## config.mk

```make
export PLATFORM = sky130hd
export DESIGN_NAME = demux8_out
export DESIGN_NICKNAME = d
export VERILOG_FILES = /design/src/rtl/demux_pkg.sv /design/src/rtl/demux8_lane.sv /design/src/rtl/demux8_out.sv
export SDC_FILE = /design/constraint.sdc
export NUM_CORES = 1
export LEC_CHECK = 0
export CORE_ASPECT_RATIO = 1.4
export CORE_MARGIN = 3
export CORE_UTILIZATION = 35
export DETAILED_ROUTE_END_ITERATION = 16
export PLACE_DENSITY = 0.76
export SETUP_SLACK_MARGIN = 0.1
export SLEW_MARGIN = 20
export SYNTH_ARGS = -nofsm -noshare
export SYNTH_HDL_FRONTEND = slang
export SYNTH_SLANG_ARGS = --single-unit
```

## constraint.sdc

```tcl
create_clock -name clk -period 3.05 [get_ports clk]
set_clock_uncertainty 0.2 [all_clocks]
set_input_delay 0.305 -clock clk [delete_from_list [all_inputs] [get_ports clk]]
set_output_delay 0.305 -clock clk [all_outputs]
set_load 0.005 [all_outputs]
```

## src/rtl/demux_pkg.sv

```systemverilog
// Shared definitions for the one-hot select demultiplexer.
//   NLANES          : number of output lanes
//   is_onehot8      : 1 when exactly one bit of an 8-bit select is set
//   onehot8_to_idx  : lane index of a one-hot select (meaningful only when
//                     the select is one-hot)
package demux_pkg;

  localparam int NLANES = 8;

  function automatic logic is_onehot8(input logic [7:0] s);
    // A power of two has no bits in common with itself minus one.
    return (s != 8'h00) && ((s & (s - 8'h01)) == 8'h00);
  endfunction

  function automatic logic [2:0] onehot8_to_idx(input logic [7:0] s);
    logic [2:0] idx;
    idx = 3'd0;
    // OR-ing indices of set bits is exact for a one-hot input and avoids
    // a priority chain.
    for (int i = 0; i < 8; i++) begin
      if (s[i]) idx = idx | 3'(i);
    end
    return idx;
  endfunction

endpackage

```

## src/rtl/demux8_lane.sv

```systemverilog
// Single-entry output lane buffer.
//   clk, rst : rising-edge clock, synchronous active-high reset
//   load     : write d into the lane this cycle (sets full)
//   d        : incoming data word
//   pop      : consumer takes the held word this cycle
//   q        : held data word (held after a pop; ignore while !full)
//   full     : lane holds a valid word
// A load in the same cycle as a pop refills the lane, so full stays high
// and a lane whose consumer is always ready sustains one word per cycle.
module demux8_lane #(
  parameter int K = 1
) (
  input  logic         clk,
  input  logic         rst,
  input  logic         load,
  input  logic [K-1:0] d,
  input  logic         pop,
  output logic [K-1:0] q,
  output logic         full
);

  logic [K-1:0] data_q, data_d;
  logic         full_q, full_d;

  always_comb begin
    data_d = data_q;
    full_d = full_q;
    if (load) begin
      data_d = d;
      full_d = 1'b1;
    end else if (pop) begin
      full_d = 1'b0;
    end
  end

  always_ff @(posedge clk) begin
    if (rst) begin
      data_q <= '0;
      full_q <= 1'b0;
    end else begin
      data_q <= data_d;
      full_q <= full_d;
    end
  end

  assign q    = data_q;
  assign full = full_q;

endmodule

```

## src/rtl/demux8_out.sv

```systemverilog
// One-hot select demultiplexer with eight single-entry output lanes.
//   clk, rst        : rising-edge clock, synchronous active-high reset
//   a, a_valid      : input word and its valid
//   s               : one-hot lane select (bit i targets lane i)
//   a_ready         : combinational; high when the word would be taken
//   b0..b7, b_valid : lane data and lane-full flags
//   b_ready         : per-lane consumer ready
//   err, err_clr    : sticky bad-select flag and its clear
//   drop_cnt        : saturating count of dropped words
// Handshake: a transfer happens on a rising edge where valid and ready are
// both high; ready may depend on the other side's state but valid never
// waits for ready, and a lane holds data/valid stable until it is popped.
module demux8_out
  import demux_pkg::*;
#(
  parameter int k  = 1,
  parameter int CW = 8
) (
  input  logic          clk,
  input  logic          rst,
  input  logic [k-1:0]  a,
  input  logic [7:0]    s,
  input  logic          a_valid,
  output logic          a_ready,
  output logic [k-1:0]  b0,
  output logic [k-1:0]  b1,
  output logic [k-1:0]  b2,
  output logic [k-1:0]  b3,
  output logic [k-1:0]  b4,
  output logic [k-1:0]  b5,
  output logic [k-1:0]  b6,
  output logic [k-1:0]  b7,
  output logic [7:0]    b_valid,
  input  logic [7:0]    b_ready,
  output logic          err,
  input  logic          err_clr,
  output logic [CW-1:0] drop_cnt
);

  logic          sel_ok;
  logic [2:0]    sel_idx;
  logic [7:0]    full;
  logic [7:0]    load;
  logic [7:0]    pop;
  logic          drop;
  logic [k-1:0]  lane_q [NLANES];

  logic          err_q, err_d;
  logic [CW-1:0] drop_cnt_q, drop_cnt_d;

  // Select decode and ready. A bad select is always "accepted" so the
  // producer never stalls on it; the word is then dropped.
  always_comb begin
    sel_ok  = is_onehot8(s);
    sel_idx = onehot8_to_idx(s);
    if (sel_ok) a_ready = !full[sel_idx] || b_ready[sel_idx];
    else        a_ready = 1'b1;
  end

  assign load = (a_valid && a_ready && sel_ok) ? s : 8'h00;
  assign pop  = full & b_ready;
  assign drop = a_valid && !sel_ok;

  for (genvar i = 0; i < NLANES; i++) begin : g_lane
    demux8_lane #(.K(k)) u_lane (
      .clk  (clk),
      .rst  (rst),
      .load (load[i]),
      .d    (a),
      .pop  (pop[i]),
      .q    (lane_q[i]),
      .full (full[i])
    );
  end

  // A drop in the same cycle as err_clr wins: the count restarts at one.
  always_comb begin
    err_d      = err_q;
    drop_cnt_d = drop_cnt_q;
    if (drop) begin
      err_d = 1'b1;
      if (err_clr)          drop_cnt_d = {{(CW-1){1'b0}}, 1'b1};
      else if (!(&drop_cnt_q)) drop_cnt_d = drop_cnt_q + {{(CW-1){1'b0}}, 1'b1};
    end else if (err_clr) begin
      err_d      = 1'b0;
      drop_cnt_d = '0;
    end
  end

  always_ff @(posedge clk) begin
    if (rst) begin
      err_q      <= 1'b0;
      drop_cnt_q <= '0;
    end else begin
      err_q      <= err_d;
      drop_cnt_q <= drop_cnt_d;
    end
  end

  assign b_valid  = full;
  assign err      = err_q;
  assign drop_cnt = drop_cnt_q;

  assign b0 = lane_q[0];
  assign b1 = lane_q[1];
  assign b2 = lane_q[2];
  assign b3 = lane_q[3];
  assign b4 = lane_q[4];
  assign b5 = lane_q[5];
  assign b6 = lane_q[6];
  assign b7 = lane_q[7];

endmodule

```

# --- Yosys cells after proc, flatten, opt, wreduce, memory -nomap -nowiden ---
# Cells that the tools add are included.
op_classes:
  bitwise_logic: 2
  reduce_logical: 20
  n_addsub: 2
  magnitude_cmp: 1
  mux: 35
  eq_ne: 1
op_table:
  columns: ["cell", "count"]
  rows:
  - ["2-to-1 mux 8 bit", 5]
  - ["2-to-1 mux 1 bit", 22]
  - ["nonzero test 2 bit", 9]
  - ["bitwise AND 8 bit", 2]
  - ["2-to-1 mux 3 bit", 4]
  - ["adder 8 x 1 -> 8 bit, second input constant", 1]
  - ["zero test 8 bit", 1]
  - ["AND reduction 8 bit", 1]
  - ["nonzero test 8 bit", 1]
  - ["subtractor 8 x 1 -> 8 bit, second input constant", 1]
  - ["binary-select mux 1 bit (select 3 bit)", 2]
  - ["logical AND 1 bit", 4]
  - ["< comparator 3 x 4 -> 1 bit, second input constant", 1]
  - ["2-to-1 mux 2 bit", 2]
  - ["zero test 1 bit", 2]
  - ["inequality test 2 bit, second input constant", 1]
  - ["AND reduction 2 bit", 1]
  - ["logical OR 1 bit", 1]
totals:
  in_bits: 21
  regBits: 25
  wordCells: 79

# --- Longest topological paths before layout ---
logic_depth:
  depth_word: 16
  mapped_depth: 8
  depth_no_buf: 6

# --- Modules after synthesis ---
# A second synthesis with hierarchy kept.
hier_totals:
  cells_unflattened: 166
  area_unflattened_um2: 1392.6
modules_own_cells:
  columns: ["module", "instances", "area_each_um2", "cells_each"]
  rows:
  - ["demux8_out", 1, 842.1, 110]
  - ["demux8_lane", 8, 68.8, 7]

# --- Worst setup path after synthesis ---
# Ideal clock, no wire load.
synth_path:
  path_kind: "input -> output"
  start: "input port s[5]"
  end: "output port a_ready"
  path_buffers: 2
  path_slack_ns: 0.788
  path_stages: 6
  t_arrival_ns: 1.757
  required_ns: 2.545
  path_cell_list: "buf_6 -> or4_4 -> a211o_1 -> a21oi_4 -> buf_8 -> nand2_1"
synth_via:
  elab_chain_cells: 8
  elab_cells_between_ends: 15
  classes_between: "add/sub: 1; mux: 8; bitwise: 1; reduce/logical: 5"
synth_rtl:
  columns: ["element", "line_no", "source"]
  rows:
  - ["start, declared", "demux8_out.sv:22", "input logic [7:0] s,"]
  - ["parallel branches: the longest is 7 deep, another holds subtractor 8 x 1 -> 8 bit", null, null]
  - ["2-to-1 mux 1 bit (*)", "demux8_out.sv:56", "if (sel_ok) a_ready = !full[sel_idx] || b_ready[sel_idx];"]
  - ["end, declared", "demux8_out.sv:24", "output logic a_ready,"]
# Mark *: on every way between the ends. The select of a mux whose other input is x is not followed.

# --- Worst setup path in the final report ---
layout_path:
  start: "input port s[4]"
  end: "output port a_ready"
layout_via:
  elab_chain_cells: 9
  elab_cells_between_ends: 16
  classes_between: "add/sub: 1; mux: 9; bitwise: 1; reduce/logical: 5"
layout_rtl:
  columns: ["element", "line_no", "source"]
  rows:
  - ["2-to-1 mux 3 bit (4 in series)", "demux_pkg.sv:21", "if (s[i]) idx = idx | 3'(i);"]
  - ["binary-select mux 1 bit (select 3 bit)", "demux8_out.sv:56", null]
  - ["2-to-1 mux 1 bit (implied by the code)", "demux8_out.sv:56", null]
  - ["zero test 1 bit", "demux8_out.sv:56", null]
  - ["logical OR 1 bit", "demux8_out.sv:56", null]
  - ["2-to-1 mux 1 bit (*)", "demux8_out.sv:56", null]
# Mark *: on every way between the ends. The rest lies on a longest branch, timed or not. The select of a mux whose other input is x is not followed.

==> summary.txt <==
Clock tree
  – Worst-Skew Late Latency: approximately 270 ps
  – Total CTS buffers: 3
  – H-tree lvl count: 1
  – Clock transition at the registers of the reported paths: approximately 90 ps
  – TritonCTS Sinks: 25
  – Setup Fix Bufs, Post-CTS: 0
  – Clock root cell: clkbuf_8
  – CTS tree: built
  – CTS max path bufs: 2
  – Hold-fix buffers, CTS: 0

Logic synthesis
  – Number of distinct library cells after synthesis: 42
  – Post-synthesis sequential area ratio: 0.357
  – Mapped Area: 0.00140 mm2
  – Synth cell count leaders: 25 x dfxtp_1, 17 x nand2b_1, 11 x a21oi_1, 10 x nor2_1
  – Yosys top cell by area: dfxtp_1
  – Yosys top cell area share: 0.357
  – Flops & latches, synth: 25
  – Top_reg_cell synth: dfxtp_1
  – Fraction of registers with async set/reset: 0
  – Cell count after synthesis: 151
  – Most common cell in the synthesized netlist: dfxtp_1
  – EDFF count, synth: 0
  – Mean post-synth cell area: around 9.3 um2
  – Syn_nets: roughly 170
  – Top post-synthesis cells by area: dfxtp_1 36%, nand2b_1 7.6%, nand4_2 6.2%
  – Ys Warns: 0

Placed design
  – Placed cell area: 0.00185 mm2
  – GPL Wtd Cong: 0.843
  – Hpwl dp: roughly 2.6 mm
  – Worst slack, placed: between 80 and 90 ps
  – # port buffers: 46

Routing
  – DRC Markers: 0
  – Post-route ant nets: 0
  – DR WL/cell: ~14 um
  – Drt total wl: approximately 3.4 mm
  – Vias/cell: between 5 and 6
  – DR vias: 1241
  – DR iter-0 viols: between 40 and 50
  – Initial DRT Pass Iterations: 4

Critical path
  – Crit path arrival time: 2320 ps
  – Setup crit end kind: output pin
  – CP Buf/Inv Count: 2
  – Cell mode on critical path: clkdlybuf4s50_1
  – Max FO, Critical Path: 3
  – Crit-path leading delay family: buffers and inverters
  – Worst path slowest cell: or4_4
  – Crit start category: input pin
  – Worst-path cell chain: clkdlybuf4s50_1 > or4_4 > a211o_1 > a21oi_4 > nand2_1 > clkdlybuf4s50_1
  – Crit path largest cell delay: about 560 ps
  – CP Class: input pin to output pin
  – Worst EP required: 2540 ps

Die
  – Total core area: 0.00374 mm2
  – I/O Pins: 47
  – Rows: 26
  – Die height: slightly above 80 um
  – DIE WIDTH: 59.5 um
  – Starting Density: 0.375
  – Die area: 0.00481 mm2

Timing
  – Worst Tran Pin Value: 521 ps
  – Final setup margin: around 220 ps
  – Tmin final: 2830 ps
  – Rel. slew slack: 0.652
  – Final Setup Violations: 0
  – Fin crit share: 0.928
  – Fin Setup TNS: 0 ps
  – Unrepaired setup endpoints after global routing: no
  – Fmax achieved: 353 MHz
  – Hold Violations, Final: 0
  – Slew Viols, Final: 0

Pwr
  – Maximum vdd drop: 0.000203 V
  – P_leak: 0.677 nW
  – Sequential share of power: 0.547
  – PwrDens: 320 mW/mm2
  – Comb power frac: 0.139
  – NetSw: 143 uW
  – Pint: approximately 460 uW
  – Part of the power in the clock network: 0.314
  – Sw frac: 0.235
  – Total design power: 607 uW

Outcome
  – Status: complete, no violations

Finish
  – Finished Cell Area: between 0.0015 and 0.002 mm2
  – Layout cells sized above 1: 0.146
  – Antenna diodes: 0
  – Post-layout util: 0.507
  – Fin nets: 215
  – Area grow syn2layout: 35.3%

Global route
  – First-pass GRT wire length: approximately 5.7 mm
  – Initial antenna violation count: 0
  – Total grt overflow: 0
  – Vias in the first global route: 1200
  – Largest net degree at the start of global routing: 19
  – GRT Resource Usage Total: 0.150

Min path
  – HP Class: register to register

Flow run
  – # Max-Cap Violations: 0
==> layer usage <==
| metal | GRT usage | up-vias | wire length, um |
|---|---|---|---|
| li1 | - | 619 | - |
| met1 | 0.198 | 587 | 1470 |
| met2 | 0.235 | 29 | 1670 |
| met3 | 0.0286 | 6 | 163 |
| met4 | 0.0643 | 0 | 61 |
| met5 | 0 | - | 0 |
==> final cells by class <==
cell class / instances / area, um2
fill: 339 / 1840
multi-input combinational: 108 / 779
timing repair buffer: 53 / 512
sequential: 25 / 500
tap: 42 / 52.6
clock buffer: 3 / 41.3
inverter: 2 / 7.51
clock inverter: 1 / 5.00
==> final timing paths <==
| kind | startpoint | endpoint | slack (ps) | cells after the start |
|---|---|---|---|---|
| max | s[4] | a_ready | 220 | 6 |
| min | g_lane[2].u_lane.q | g_lane[2].u_lane.q | 280 | 2 |
| max reg2reg | drop_cnt[0] | drop_cnt[4] | 1180 | 6 |
| min reg2reg | g_lane[2].u_lane.q | g_lane[2].u_lane.q | 280 | 2 |
==> power groups by stage <==
stage | sequential [mW] | clock (mW) | combinational, mW
after floorplan | 0.339 | 0 | 0.0385
after global placement | 0.340 | 0 | 0.0838
after detailed placement | 0.340 | 0 | 0.0841
after CTS | 0.332 | 0.201 | 0.0835
after global routing | 0.333 | 0.215 | 0.0905
final | 0.332 | 0.191 | 0.0841
==> placed cells by master, fill, tap and decap left out, types with 3 or more instances in the layout <==
master / count
nand4_2: 7
nor3_1: 7
mux2i_1: 8
a21oi_1: 11
dfxtp_1: 25
nand3_1: 6
nand2b_1: 17
nor4_1: 3
clkbuf_8: 3
nand4_1: 3
xnor2_1: 6
nor2_1: 10
nand2_1: 3
buf_4: 7
dlygate4sd2_1: 3
clkdlybuf4s50_1: 42
==> sequential cells by signal (all words and copies together), names as in the netlist <==
register / cells
drop_cnt: 8
g_lane.u_lane.q: 8
g_lane.u_lane.full: 8
err: 1
==> stage by stage <==
| stage | hold WS, ps | std cells |
|---|---|---|
| final | 281 | 234 |
| after global routing | 312 | 234 |
| after CTS | 287 | 234 |
| after detailed placement | 267 | 230 |
| after global placement | 266 | 230 |
| after floorplan | 259 | 151 |
==> worst register-to-register path, delay by kind of cell, from the launching register on <==
family / cells / cell delay [ps]
DFF: 1 / 460
AOI/OAI and AO/OA: 1 / 410
and+or+nand+nor: 3 / 290
adders and majority gates: 1 / 240
xor gates and xnor gates: 1 / 160
==> repair_timing <==
item | CTS | global route
endpoints found under the setup margin | 1 | 1
resized for setup | 3 | 2
endpoints found under the hold margin | 0 | 0
pin swaps | 0 | 0
==> cell families (layout without fill, tap and decap cells) <==
group                    count (synthesis)  in the layout  synth area share
multiplexers                            10             10            0.0732
XOR/XNOR                                 6              6            0.0375
flip-flops                              25             25             0.357
adder cells (fa/ha/maj)                  1              1           0.00892
AND/OR/NAND/NOR                         67             67             0.318
AO/OA/AOI/OAI                           24             24             0.114
buffers and inverters                   18             59            0.0910
Power figures use the tool's default switching activity.
